[src/rtl/logic_unit_pkg.sv]
// Shared op codes and the bitwise evaluation function for logic_unit_pipe.
package logic_unit_pkg;

  // Widest operand lu_eval handles. Callers zero-extend into it and truncate the result.
  localparam int LU_MAX_W = 64;

  localparam logic [2:0] OP_AND  = 3'b000;
  localparam logic [2:0] OP_OR   = 3'b001;
  localparam logic [2:0] OP_NOT  = 3'b010;
  localparam logic [2:0] OP_XOR  = 3'b011;
  localparam logic [2:0] OP_NAND = 3'b100;
  localparam logic [2:0] OP_NOR  = 3'b101;
  localparam logic [2:0] OP_XNOR = 3'b110;
  localparam logic [2:0] OP_PASS = 3'b111;

  // All ops are bitwise, so the upper bits a caller discards never affect its low bits.
  function automatic logic [LU_MAX_W-1:0] lu_eval(input logic [LU_MAX_W-1:0] a,
                                                  input logic [LU_MAX_W-1:0] b,
                                                  input logic [2:0]          ctrl);
    logic [LU_MAX_W-1:0] r;
    case (ctrl)
      OP_AND:  r = a & b;
      OP_OR:   r = a | b;
      OP_NOT:  r = ~a;
      OP_XOR:  r = a ^ b;
      OP_NAND: r = ~(a & b);
      OP_NOR:  r = ~(a | b);
      OP_XNOR: r = ~(a ^ b);
      default: r = b;
    endcase
    return r;
  endfunction

endpackage

[src/rtl/logic_unit_pipe_if.sv]
// Request/response bundle for logic_unit_pipe: input valid/ready, output valid/ready.
interface logic_unit_pipe_if #(
  parameter int WIDTH = 8,
  parameter int DEPTH = 2
);
  localparam int CW = $clog2(DEPTH) + 1;

  logic             in_valid;
  logic             in_ready;
  logic [WIDTH-1:0] a;
  logic [WIDTH-1:0] b;
  logic [2:0]       ctrl;
  logic             out_valid;
  logic             out_ready;
  logic [WIDTH-1:0] s;
  logic             zero;
  logic [CW-1:0]    count;

  // Producer/consumer side of the unit.
  modport master (
    output in_valid, a, b, ctrl, out_ready,
    input  in_ready, out_valid, s, zero, count
  );

  // The unit itself.
  modport slave (
    input  in_valid, a, b, ctrl, out_ready,
    output in_ready, out_valid, s, zero, count
  );
endinterface

[src/rtl/lu_fifo.sv]
// Small synchronous FIFO holding {zero, result} entries with an occupancy counter.
module lu_fifo #(
  parameter  int W     = 9,
  parameter  int DEPTH = 2,
  localparam int AW    = $clog2(DEPTH),
  localparam int CW    = AW + 1
) (
  input  logic          clk,
  input  logic          rst,
  input  logic          i_push,
  input  logic          i_pop,
  input  logic [W-1:0]  i_din,
  output logic [W-1:0]  o_dout,
  output logic          o_full,
  output logic          o_empty,
  output logic [CW-1:0] o_count
);

  logic [W-1:0]  r_mem [DEPTH];
  logic [AW-1:0] r_wptr;
  logic [AW-1:0] r_rptr;
  logic [CW-1:0] r_count;
  logic          w_push;
  logic          w_pop;

  // A push into a full FIFO is only legal when the head leaves in the same cycle.
  assign w_pop   = i_pop & ~o_empty;
  assign w_push  = i_push & (~o_full | w_pop);
  assign o_full  = (r_count == CW'(DEPTH));
  assign o_empty = (r_count == '0);
  assign o_count = r_count;
  assign o_dout  = r_mem[r_rptr];

  // Storage, pointers and occupancy; reset clears everything so stale entries never reappear.
  always_ff @(posedge clk or posedge rst) begin
    if (rst) begin
      r_wptr  <= '0;
      r_rptr  <= '0;
      r_count <= '0;
      for (int i = 0; i < DEPTH; i++) r_mem[i] <= '0;
    end else begin
      if (w_push) begin
        r_mem[r_wptr] <= i_din;
        r_wptr        <= r_wptr + 1'b1;
      end
      if (w_pop) r_rptr <= r_rptr + 1'b1;
      case ({w_push, w_pop})
        2'b10:   r_count <= r_count + 1'b1;
        2'b01:   r_count <= r_count - 1'b1;
        default: r_count <= r_count;
      endcase
    end
  end

endmodule

[src/rtl/logic_unit_pipe.sv]
// Bitwise logic unit with a buffered output: op decode, zero detect, handshake glue.
// WIDTH is limited to LU_MAX_W (64) bits by the shared evaluation function.
module logic_unit_pipe
  import logic_unit_pkg::*;
#(
  parameter int WIDTH = 8,
  parameter int DEPTH = 2
) (
  input logic              clk,
  input logic              rst,
  logic_unit_pipe_if.slave bus
);

  localparam int CW = $clog2(DEPTH) + 1;

  logic [WIDTH-1:0] w_res;
  logic             w_zero;
  logic [WIDTH:0]   w_head;
  logic             w_full;
  logic             w_empty;
  logic [CW-1:0]    w_count;
  logic             w_push;
  logic             w_pop;

  assign w_res  = WIDTH'(lu_eval(LU_MAX_W'(bus.a), LU_MAX_W'(bus.b), bus.ctrl));
  assign w_zero = (w_res == '0);

  // A full FIFO still accepts when the consumer drains the head this cycle.
  assign bus.in_ready  = ~w_full | bus.out_ready;
  assign w_push        = bus.in_valid & bus.in_ready;
  assign w_pop         = bus.out_valid & bus.out_ready;

  // Outputs come only from registered FIFO state; s/zero read 0 whenever empty (incl. reset).
  assign bus.out_valid = ~w_empty;
  assign bus.s         = w_empty ? '0 : w_head[WIDTH-1:0];
  assign bus.zero      = ~w_empty & w_head[WIDTH];
  assign bus.count     = w_count;

  lu_fifo #(
    .W     (WIDTH + 1),
    .DEPTH (DEPTH)
  ) u_fifo (
    .clk     (clk),
    .rst     (rst),
    .i_push  (w_push),
    .i_pop   (w_pop),
    .i_din   ({w_zero, w_res}),
    .o_dout  (w_head),
    .o_full  (w_full),
    .o_empty (w_empty),
    .o_count (w_count)
  );

endmodule

[src/flat_wrapper.sv]
// flat-port wrapper written by rule: the top's interface ports become plain ports
module logic_unit_pipe_flat import logic_unit_pkg::*;
#(
  parameter int WIDTH = 8,
  parameter int DEPTH = 2
)
  (clk, rst, bus_in_valid, bus_a, bus_b, bus_ctrl, bus_out_ready, bus_in_ready, bus_out_valid, bus_s, bus_zero, bus_count);
  logic_unit_pipe_if #(.WIDTH(WIDTH), .DEPTH(DEPTH)) bus_i ();
  input logic clk;
  input logic rst;
  input wire logic [$bits(bus_i.in_valid)-1:0] bus_in_valid;
  input wire logic [$bits(bus_i.a)-1:0] bus_a;
  input wire logic [$bits(bus_i.b)-1:0] bus_b;
  input wire logic [$bits(bus_i.ctrl)-1:0] bus_ctrl;
  input wire logic [$bits(bus_i.out_ready)-1:0] bus_out_ready;
  output wire logic [$bits(bus_i.in_ready)-1:0] bus_in_ready;
  output wire logic [$bits(bus_i.out_valid)-1:0] bus_out_valid;
  output wire logic [$bits(bus_i.s)-1:0] bus_s;
  output wire logic [$bits(bus_i.zero)-1:0] bus_zero;
  output wire logic [$bits(bus_i.count)-1:0] bus_count;
  assign bus_i.in_valid = bus_in_valid;
  assign bus_i.a = bus_a;
  assign bus_i.b = bus_b;
  assign bus_i.ctrl = bus_ctrl;
  assign bus_i.out_ready = bus_out_ready;
  assign bus_in_ready = bus_i.in_ready;
  assign bus_out_valid = bus_i.out_valid;
  assign bus_s = bus_i.s;
  assign bus_zero = bus_i.zero;
  assign bus_count = bus_i.count;
  logic_unit_pipe #(.WIDTH(WIDTH), .DEPTH(DEPTH)) u_core (.clk(clk), .rst(rst), .bus(bus_i));
endmodule
[config.mk]
export PLATFORM = sky130hd
export DESIGN_NAME = logic_unit_pipe_flat
export DESIGN_NICKNAME = d
export VERILOG_FILES = /design/src/rtl/logic_unit_pkg.sv /design/src/rtl/logic_unit_pipe_if.sv /design/src/rtl/lu_fifo.sv /design/src/rtl/logic_unit_pipe.sv /design/src/flat_wrapper.sv
export SDC_FILE = /design/constraint.sdc
export NUM_CORES = 1
export LEC_CHECK = 0
export ABC_AREA = 1
export CAP_MARGIN = 10
export CORE_UTILIZATION = 25
export DETAILED_ROUTE_END_ITERATION = 6
export GPL_ROUTABILITY_DRIVEN = 0
export GPL_TIMING_DRIVEN = 0
export REMOVE_ABC_BUFFERS = 1
export SYNTH_ARGS = -nofsm -noshare
export SYNTH_HDL_FRONTEND = slang
export SYNTH_SLANG_ARGS = --single-unit
[constraint.sdc]
create_clock -name clk -period 1.2 [get_ports clk]
set_input_delay 0.18 -clock clk [delete_from_list [all_inputs] [get_ports clk]]
set_output_delay 0.18 -clock clk [all_outputs]
set_load 0.1 [all_outputs]
* After elaboration in Yosys (flattened, before gate mapping)
Index checks and enable logic that the tools add are counted.
** Storage, ports and cells
- Flip-flop bits (word level) :: 22
- Output and inout bits :: 13
** Cells by class
- Add/sub/neg operators :: 4
- $lt $le $gt $ge :: 3
- Eq/ne operators :: 9
- Multiplexer cells :: 9
- Bitwise gates (word level) :: 18
- Reductions and logical operators :: 5
** Operators with widths (count)
- $pmux 8 s7 :: 1
- $mux 9 :: 4
- $not 8->8 :: 4
- $bwmux 18 :: 1
- $demux 9 s1 :: 1
- $eq 3x3->1 const B :: 3
- $and 8x8->8 :: 1
- $logic_not 8->1 :: 1
- $mux 8 :: 1
- $or 8x8->8 :: 1
- $xor 8x8->8 :: 1
- $eq 3x2->1 const B :: 2
- $and 1x1->1 :: 5
- $eq 2x2->1 const B :: 2
- $ge 2x2->1 const B :: 2
- $not 1->2 :: 2
- $pmux 2 s2 :: 1
- $eq 3x1->1 const B :: 1
- $logic_not 3->1 :: 1
- $add 1x1->1 const B :: 2
- $add 2x1->2 const B :: 1
- $eq 2x1->1 const B :: 1
- $logic_not 2->1 :: 1
- $lt 2x1->1 const B :: 1
- other kinds (5) :: 7

* Longest topological paths before layout
Gate-level depths: netlist of run 1.
- Word-level depth :: 8
- Mapped depth :: 13
- Depth with buffers taken out :: 12

* Hierarchy
From an unflattened synthesis of run 1, not the netlist that was laid out.
** Unflattened totals
- Cell total of the unflattened synthesis :: 335
- Area total of the unflattened synthesis :: 2229.6 sq um
** By module, submodules not included
- logic_unit_pipe :: times used 1, cells each 208, area each 1163.6 sq um
- lu_fifo :: times used 1, cells each 127, area each 1066.0 sq um

* Worst setup path before layout of run 1
Ideal clock, no wire load.
- Path kind :: reg-to-reg
- Start :: reg u_core.u_fifo.r_count[1], in the netlist u_core.u_fifo.o_count[1]
- End :: reg u_core.u_fifo.r_count[1], in the netlist u_core.u_fifo.o_count[1]
- Arrival :: 3.025 ns
- Required time :: 1.041 ns
- Path slack :: -1.984 ns
- Stages on the path, launching flop included :: 7
- Path buffers :: 0
- Clock period less this slack :: 3.184 ns
- Path through :: dfrtp_1 -> nand3b_1 -> nand2_1 -> ha_1 -> a21oi_1 -> o21ai_0 -> xnor2_1
** Between the ends
- Elaborated cells between the ends (all ways) :: 16
- Classes of those cells :: add/sub: 2; eq/ne: 3; mux: 1; bitwise: 8; reduce/logical: 2
** RTL lines
- from (decl) :: line lu_fifo.sv:22 : logic [CW-1:0] r_count;
- from (signal assigned) :: line lu_fifo.sv:48 : 2'b10: r_count <= r_count + 1'b1;
- from (signal assigned) :: line lu_fifo.sv:49 : 2'b01: r_count <= r_count - 1'b1;
- from (signal assigned) :: line lu_fifo.sv:50 : default: r_count <= r_count;
- $eq 2x2->1 * :: line lu_fifo.sv:29 : assign o_full = (r_count == CW'(DEPTH));
- $not 1->1 * :: line logic_unit_pipe.sv:29 : assign bus.in_ready = ~w_full | bus.out_ready;
- $or 1x1->1 * :: line logic_unit_pipe.sv:29
- via bus_in_ready :: line flat_wrapper.sv:16 : output wire logic [$bits(bus_i.in_ready)-1:0] bus_in_ready;
- $and 1x1->1 * :: line logic_unit_pipe.sv:30 : assign w_push = bus.in_valid & bus.in_ready;
- $and 1x1->1 * :: line lu_fifo.sv:28 : assign w_push = i_push & (~o_full | w_pop);
- $eq 2x1->1 or $eq 2x2->1 (tied branches) :: line lu_fifo.sv:47 : case ({w_push, w_pop})
- $pmux 2 s2 or $reduce_bool 2->1 (tied branches)
Mark *: on every way through the listed nets, which the timed path passes. The rest lies on a longest branch.
A chain may end at the register's enable or synchronous reset.

* Worst setup path in the final report of run 1
- Start :: reg u_core.u_fifo.r_rptr
- End :: out bus_s[1]
** Between the ends
- Word-level cells in the longest chain between the ends :: 5
** RTL lines
- from (decl) :: line lu_fifo.sv:21 : logic [AW-1:0] r_rptr;
- from (signal assigned) :: line lu_fifo.sv:46 : if (w_pop) r_rptr <= r_rptr + 1'b1;
- $not 1->2 (not written as such) :: line lu_fifo.sv:32 : assign o_dout = r_mem[r_rptr];
- $mux 9 (not written as such) (3 in series) :: line lu_fifo.sv:32
- $mux 8 :: line logic_unit_pipe.sv:35 : assign bus.s = w_empty ? '0 : w_head[WIDTH-1:0];
- to (decl) :: line flat_wrapper.sv:18 : output wire logic [$bits(bus_i.s)-1:0] bus_s;
No other way between the ends. The select of a mux whose other input is x is not followed.

==> results of run 1 <==
==> state kept, by name, summed over array words and instances (netlist names) <==
register               cells
u_core.u_fifo.r_mem       18
u_core.u_fifo.r_wptr       1
u_core.u_fifo.o_count      2
u_core.u_fifo.r_rptr       1
==> final cells by class <==
cell class	instances	area [um2]
Tap cell	99	124
Fill cell	732	4120
Sequential cell	22	554
Multi-Input combinational cell	235	1560
Inverter	39	161
Clock buffer	3	41.3
Timing Repair inverter	1	7.51
Timing Repair Buffer	76	848
==> worst min path at each step <==
stage	from	to	slack (ns)
after floorplan	rst	u_core.u_fifo.o_count[0]	0.17
after global placement	u_core.u_fifo.r_mem[17]	u_core.u_fifo.r_mem[17]	0.47
after detailed placement	u_core.u_fifo.r_mem[17]	u_core.u_fifo.r_mem[17]	0.47
after CTS	rst	u_core.u_fifo.r_mem[15]	0.43
after global routing	rst	u_core.u_fifo.r_mem[17]	0.46
final	rst	u_core.u_fifo.r_mem[15]	0.39
==> cell usage after synthesis, drive strengths merged <==
| library cell | number |
|---|---|
| inv | 38 |
| nor2 | 27 |
| xor2 | 1 |
| nand3b | 13 |
| clkinv | 1 |
| a21oi | 10 |
| nand2 | 108 |
| clkbuf | 3 |
| nand3 | 34 |
| buf | 10 |
| nand4 | 4 |
| ha | 17 |
| o21ai | 19 |
| xnor2 | 2 |
| dfrtp | 22 |
==> per-layer routing <==
metal,vias up,GRT usage,share of wire
met2,63,0.258,0.52
met1,1022,0.177,0.43
met4,0,0.0430,0.0094
met5,-,0,0
met3,6,0.0152,0.046
li1,1118,-,-
==> kinds of logic after synthesis <==
logic type / share of synthesized area
xor gates and xnor gates: 0.0134
DFF: 0.280
AOI/OAI and AO/OA: 0.0738
and+or+nand+nor: 0.414
buffers and inverters: 0.110
adders and majority gates: 0.108
==> critical path, delay by kind of cell (launching register included) <==
| family | cells | cell delay (ns) |
|---|---|---|
| AO/OA/AOI/OAI | 1 | 0.20 |
| buffers and inverters | 2 | 0.31 |
| AND/OR/NAND/NOR | 1 | 0.11 |
| flip-flops | 1 | 0.49 |
==> repair_timing <==
action	in CTS	in global routing
endpoints found under the setup margin	35	33
pin swaps	43	12
buffers inserted	37	4
gates cloned	1	1
resized for setup	246	48
==> metrics by stage <==
stage / setup TNS [ns] / instance area [um2] / util / hold slack (ns) / setup slack [ns]
after floorplan: -55.59 / 1900 / - / 0.169 / -1.98
after global placement: -41.00 / 2370 / 0.320 / 0.465 / -1.55
after detailed placement: -41.53 / 2370 / 0.320 / 0.466 / -1.56
after CTS: -5.70 / 3060 / 0.413 / 0.427 / -0.314
after global routing: -10.55 / 3290 / 0.444 / 0.463 / -0.405
final: -8.33 / 3290 / 0.444 / 0.390 / -0.354
==> power breakdown <==
| part | internal [W] | switching [W] | total (W) |
|---|---|---|---|
| Combinational | 0.00210 | 0.00332 | 0.00542 |
| Clock | 0.000225 | 0.000238 | 0.000463 |
| Sequential | 0.00107 | 0.000318 | 0.00139 |
| Total | 0.00340 | 0.00387 | 0.00727 |
==> impl_metrics.py, run 1 <==
metrics = {
    "status": {
        "violations": "negative setup slack",
        "outcome": "complete, but fails checks",
    },
    "placement": {
        "dpl.hpwl_um": 3270,
        "dp_cells": 430,
        "port_buffers": 35,
    },
    "critical_path": {
        "reg2reg_slack_ns": -0.28,
        "crit_fanout": 9,
        "critPathKind": "reg -> out",
        "crit_arrival_ns": 1.37,
        "cp-end-kind": "output port",
        "timing.rr.start": "u_core.u_fifo.o_count[0]",
        "crit_start": "u_core.u_fifo.r_rptr",
        "path_cells": "clkinv_4 -> nand2_1 -> a21oi_4 -> buf_12",
        "cpMaxStageDelayCell": "dfrtp_2",
        "cpPeakStageDelay_ns": 0.49,
        "worstReg2RegEnd": "u_core.u_fifo.o_count[1]",
        "reg2reg_depth": 7,
        "crit_path_end": "bus_s[1]",
        "start_kind": "register",
        "required_ns": 1.02,
    },
    "layout": {
        "area_growth_pct": 67.5,
        "final_cell_mix": "nand2_1, nand3_1, buf_4",
        "n_antenna_cell": 0,
        "fin_cells": 475,
        "layout-drive-gt1-share": 0.428,
        "layout_commonest_cell": "nand2_1",
        "fin_nets": 418,
    },
    "drt": {
        "drtIter0Drc": 97,
        "drt_wl_total_um": 5870,
        "routedWlPerCell_um": 12.3,
        "drc": 0,
        "dr.pass1.iters": 4,
        "viasPerCell": 4.65,
        "vias": 2209,
        "postRouteAntennaNets": 0,
    },
    "floorplanning": {
        "die_h_um": 90.7,
        "die_w_um": 90.7,
        "row_count": 31,
        "core_um2": 7410,
        "io_pins": 36,
        "start_util": 0.265,
        "die_area_um2": 8220,
    },
    "synthesis": {
        "synth_top_area_share": 0.280,
        "ys_ff_latch": 22,
        "synth_area_um2": 1970,
        "ys_seq_area_frac": 0.280,
        "synth_area_leaders": "dfrtp_1, nand2_1, ha_1",
        "netlist_instances": 309,
        "postSynthAreaPerCell_um2": 6.36,
        "yosysTopAreaCell": "dfrtp_1",
        "yosysWarnings": 0,
        "synth_cell_types": 22,
    },
    "sta": {
        "worstMarginPinSlew_ns": 0.853,
        "slew_headroom": 0.430,
        "hold_viol": 0,
        "fmax_ghz": 0.644,
        "slew_viol_final": 0,
        "clock_skew_ns": 0.00254,
        "period_needed_ns": 1.55,
        "fin_crit_sh": 1.29,
        "setup_viol": 32,
        "rsz0062_at_grt": "true",
        "setup_slack_ns": -0.354,
    },
    "power_and_ir_drop": {
        "total_power_w": 0.00727,
        "p_per_area_nw_per_um2": 2210,
        "vdd_drop_max_v": 0.000885,
        "p_leak_nw": 1.59,
    },
    "global_route": {
        "track_usage": 0.143,
        "first_global_vias": 2153,
        "grt_max_degree": 29,
        "grt_overflow": 0,
        "antenna_found_initial": 0,
        "grt_pass1_wl_um": 9640,
    },
    "clocking": {
        "path_clk_slew_ns": 0.08,
        "cts_hold_buf": 0,
        "cts_buffer_depth": 2,
        "htree_levels": 1,
        "numCtsBuffers": 3,
        "cts-root-buf": "clkbuf_8",
        "cts.sinks": 22,
        "cts_tree": "done",
        "clkLatencyLatePin_ns": 0.26,
    },
    "min_path": {
        "worstHoldPathType": "in -> async",
    },
    "run": {
        "max_cap_violations": 0,
    },
}
(Power assumes the default switching activity.)
==> inputs of run 2 (changes only) <==
CAP_MARGIN = 40   (was 10)
SLEW_MARGIN = 10   (was unset)
clock period = 1.3 ns   (was 1.2 ns; I/O delays follow)
==> run 2 against run 1 <==
Net effect:
- the flow still finishes with violations (negative setup slack)
- hold slack worse by 0.19 ns
- critical path depth is 1 higher
- global-route usage is 0.97 points higher
- count of clock-buffer cells in the layout stayed put
- clock power is 9.7% lower
- sequential cell count stayed put
- clock skew is 0.00070 ns higher
- power is 4.4% higher
- combinational power is 8.7% higher
- sequential share of layout area is 0.59 points lower
- largest cell class unchanged
==> impl_metrics.py, run 2 (synthesis gave the netlist of run 1 again) <==
metrics = {
    "status": {
        "outcome": "complete, but fails checks",
        "violations": "negative setup slack",
    },
    "critical_path": {
        "start_kind": "register",
        "worst_path_most_repeated_cell": "buf_6",
        "cp_num_buf_inv": 4,
        "required_ns": 1.11,
        "path_cells": "buf_6 -> buf_6 -> nand3b_1 -> buf_2 -> buf_12",
        "reg2reg_slack_ns": -0.32,
        "critPathKind": "reg -> out",
        "cpPeakStageDelay_ns": 0.44,
        "cp-end-kind": "output port",
        "crit_arrival_ns": 1.44,
        "crit_family": "buffers and inverters",
        "crit_fanout": 2,
        "cpMaxStageDelayCell": "dfrtp_2",
    },
    "run": {
        "max_cap_violations": 0,
    },
    "global_route": {
        "met3_usage": 0.0109,
        "track_usage": 0.153,
        "grt.met2_usage": 0.289,
        "antenna_found_initial": 0,
        "first_global_vias": 2183,
        "met1_usage": 0.189,
        "grt_busiest_layer": "met2",
        "grt_pass1_wl_um": 10300,
        "grt_overflow": 0,
        "grt_max_degree": 27,
    },
    "floorplanning": {
        "row_count": 31,
        "start_util": 0.265,
        "die_h_um": 90.7,
        "die_w_um": 90.7,
        "io_pins": 36,
        "die_area_um2": 8220,
        "core_um2": 7410,
    },
    "drt": {
        "postRouteAntennaNets": 0,
        "drtIter0Drc": 81,
        "drt_wl_total_um": 6190,
        "routedWlPerCell_um": 12.9,
        "dr.pass1.iters": 4,
        "vias": 2179,
        "drc": 0,
        "viasPerCell": 4.56,
    },
    "clocking": {
        "cts-root-buf": "clkbuf_8",
        "clkLatencyLatePin_ns": 0.26,
        "path_clk_slew_ns": 0.08,
        "cts_hold_buf": 0,
        "cts_tree": "done",
        "numCtsBuffers": 3,
        "htree_levels": 1,
        "cts.sinks": 22,
        "cts_buffer_depth": 2,
    },
    "power_and_ir_drop": {
        "vdd_drop_max_v": 0.000616,
        "p_per_area_nw_per_um2": 2230,
        "p_leak_nw": 1.70,
        "total_power_w": 0.00759,
    },
    "sta": {
        "period_needed_ns": 1.64,
        "slew_headroom": 0.750,
        "setup_viol": 33,
        "fin_crit_sh": 1.26,
        "rsz0062_at_grt": "true",
        "slew_viol_final": 0,
        "clock_skew_ns": 0.00324,
        "fmax_ghz": 0.611,
        "setup_slack_ns": -0.336,
        "worstMarginPinSlew_ns": 0.374,
        "hold_viol": 0,
    },
    "layout": {
        "multi_input_area_um2": 1560,
        "largest_reg_flops": 18,
        "regArea_um2": 554,
        "layout_commonest_cell": "nand2_1",
        "fillerInstances": 701,
        "layout-drive-gt1-share": 0.372,
        "fin_nets": 421,
        "regMostFlops": "u_core.u_fifo.r_mem",
        "final_cell_mix": "nand2_1, nand3_1, inv_1",
        "n_antenna_cell": 0,
        "area_growth_pct": 73.5,
    },
    "placement": {
        "port_buffers": 35,
        "place_ws_ns": -0.946,
        "dpl.hpwl_um": 3510,
    },
    "min_path": {
        "worstHoldPathType": "in -> async",
    },
}
run 2: cell count changes in the layout (fill, tap and decap cells not counted), sizes merged:
| cell | change |
|---|---|
| dlygate4sd2 | +16 |
| clkdlybuf4s15 | -11 |
| buf | -5 |
| clkinvlp | +2 |
| bufbuf | +1 |
| clkbuf | -1 |
| clkinv | +1 |
run 2: final cells by class:
| cell class | count | share of cell area |
|---|---|---|
| clock buffer | 3 | 0.0121 |
| inverter | 39 | 0.0525 |
| multi-input combinational | 235 | 0.457 |
| sequential | 22 | 0.163 |
| tap | 99 | 0.0363 |
| timing repair buffer | 76 | 0.268 |
| timing repair inverter | 4 | 0.0114 |
run 2: stage by stage:
stage                util  std cells  hold slack [ns]  TNS [ns]  area [um2]
global route        0.460        478            0.240    -10.54        3410
finish              0.460        478            0.203     -8.68        3410
global placement    0.320        430            0.465    -36.37        2370
detailed placement  0.350        445            0.471    -23.62        2590
floorplan               -        296            0.184    -52.46        1900
CTS                 0.446        476            0.216     -6.49        3300
run 2: final timing paths:
kind | cells past startpoint | to | start
hold reg to reg | 2 | u_core.u_fifo.r_mem[3] | u_core.u_fifo.r_mem[3]
min in group clk | 2 | u_core.u_fifo.r_mem[3] | u_core.u_fifo.r_mem[3]
setup reg to reg | 8 | u_core.u_fifo.r_mem[9] | u_core.u_fifo.o_count[1]
setup / recovery | 5 | bus_in_ready | u_core.u_fifo.o_count[1]
hold / removal | 2 | u_core.u_fifo.r_mem[11] | rst
max in group asynchronous | 3 | u_core.u_fifo.o_count[0] | rst
run 2: layer usage:
layer | vias up | part of all wire
met1 | 1006 | 0.43
met4 | 0 | 0.0071
met5 | - | 0
met2 | 47 | 0.54
met3 | 4 | 0.025
li1 | 1122 | -
run 2: report_power, final:
group          switching, W  leakage, nW  internal, W
Combinational       0.00342         1.41      0.00247
Sequential         0.000296        0.273     0.000990
Clock              0.000212       0.0216     0.000206
run 2: what timing repair did:
action,4_1_cts,5_1_grt
pin swaps,42,10
resized for setup,162,26
gates cloned,5,0
buffers inserted,34,3
endpoints found under the setup margin,35,34
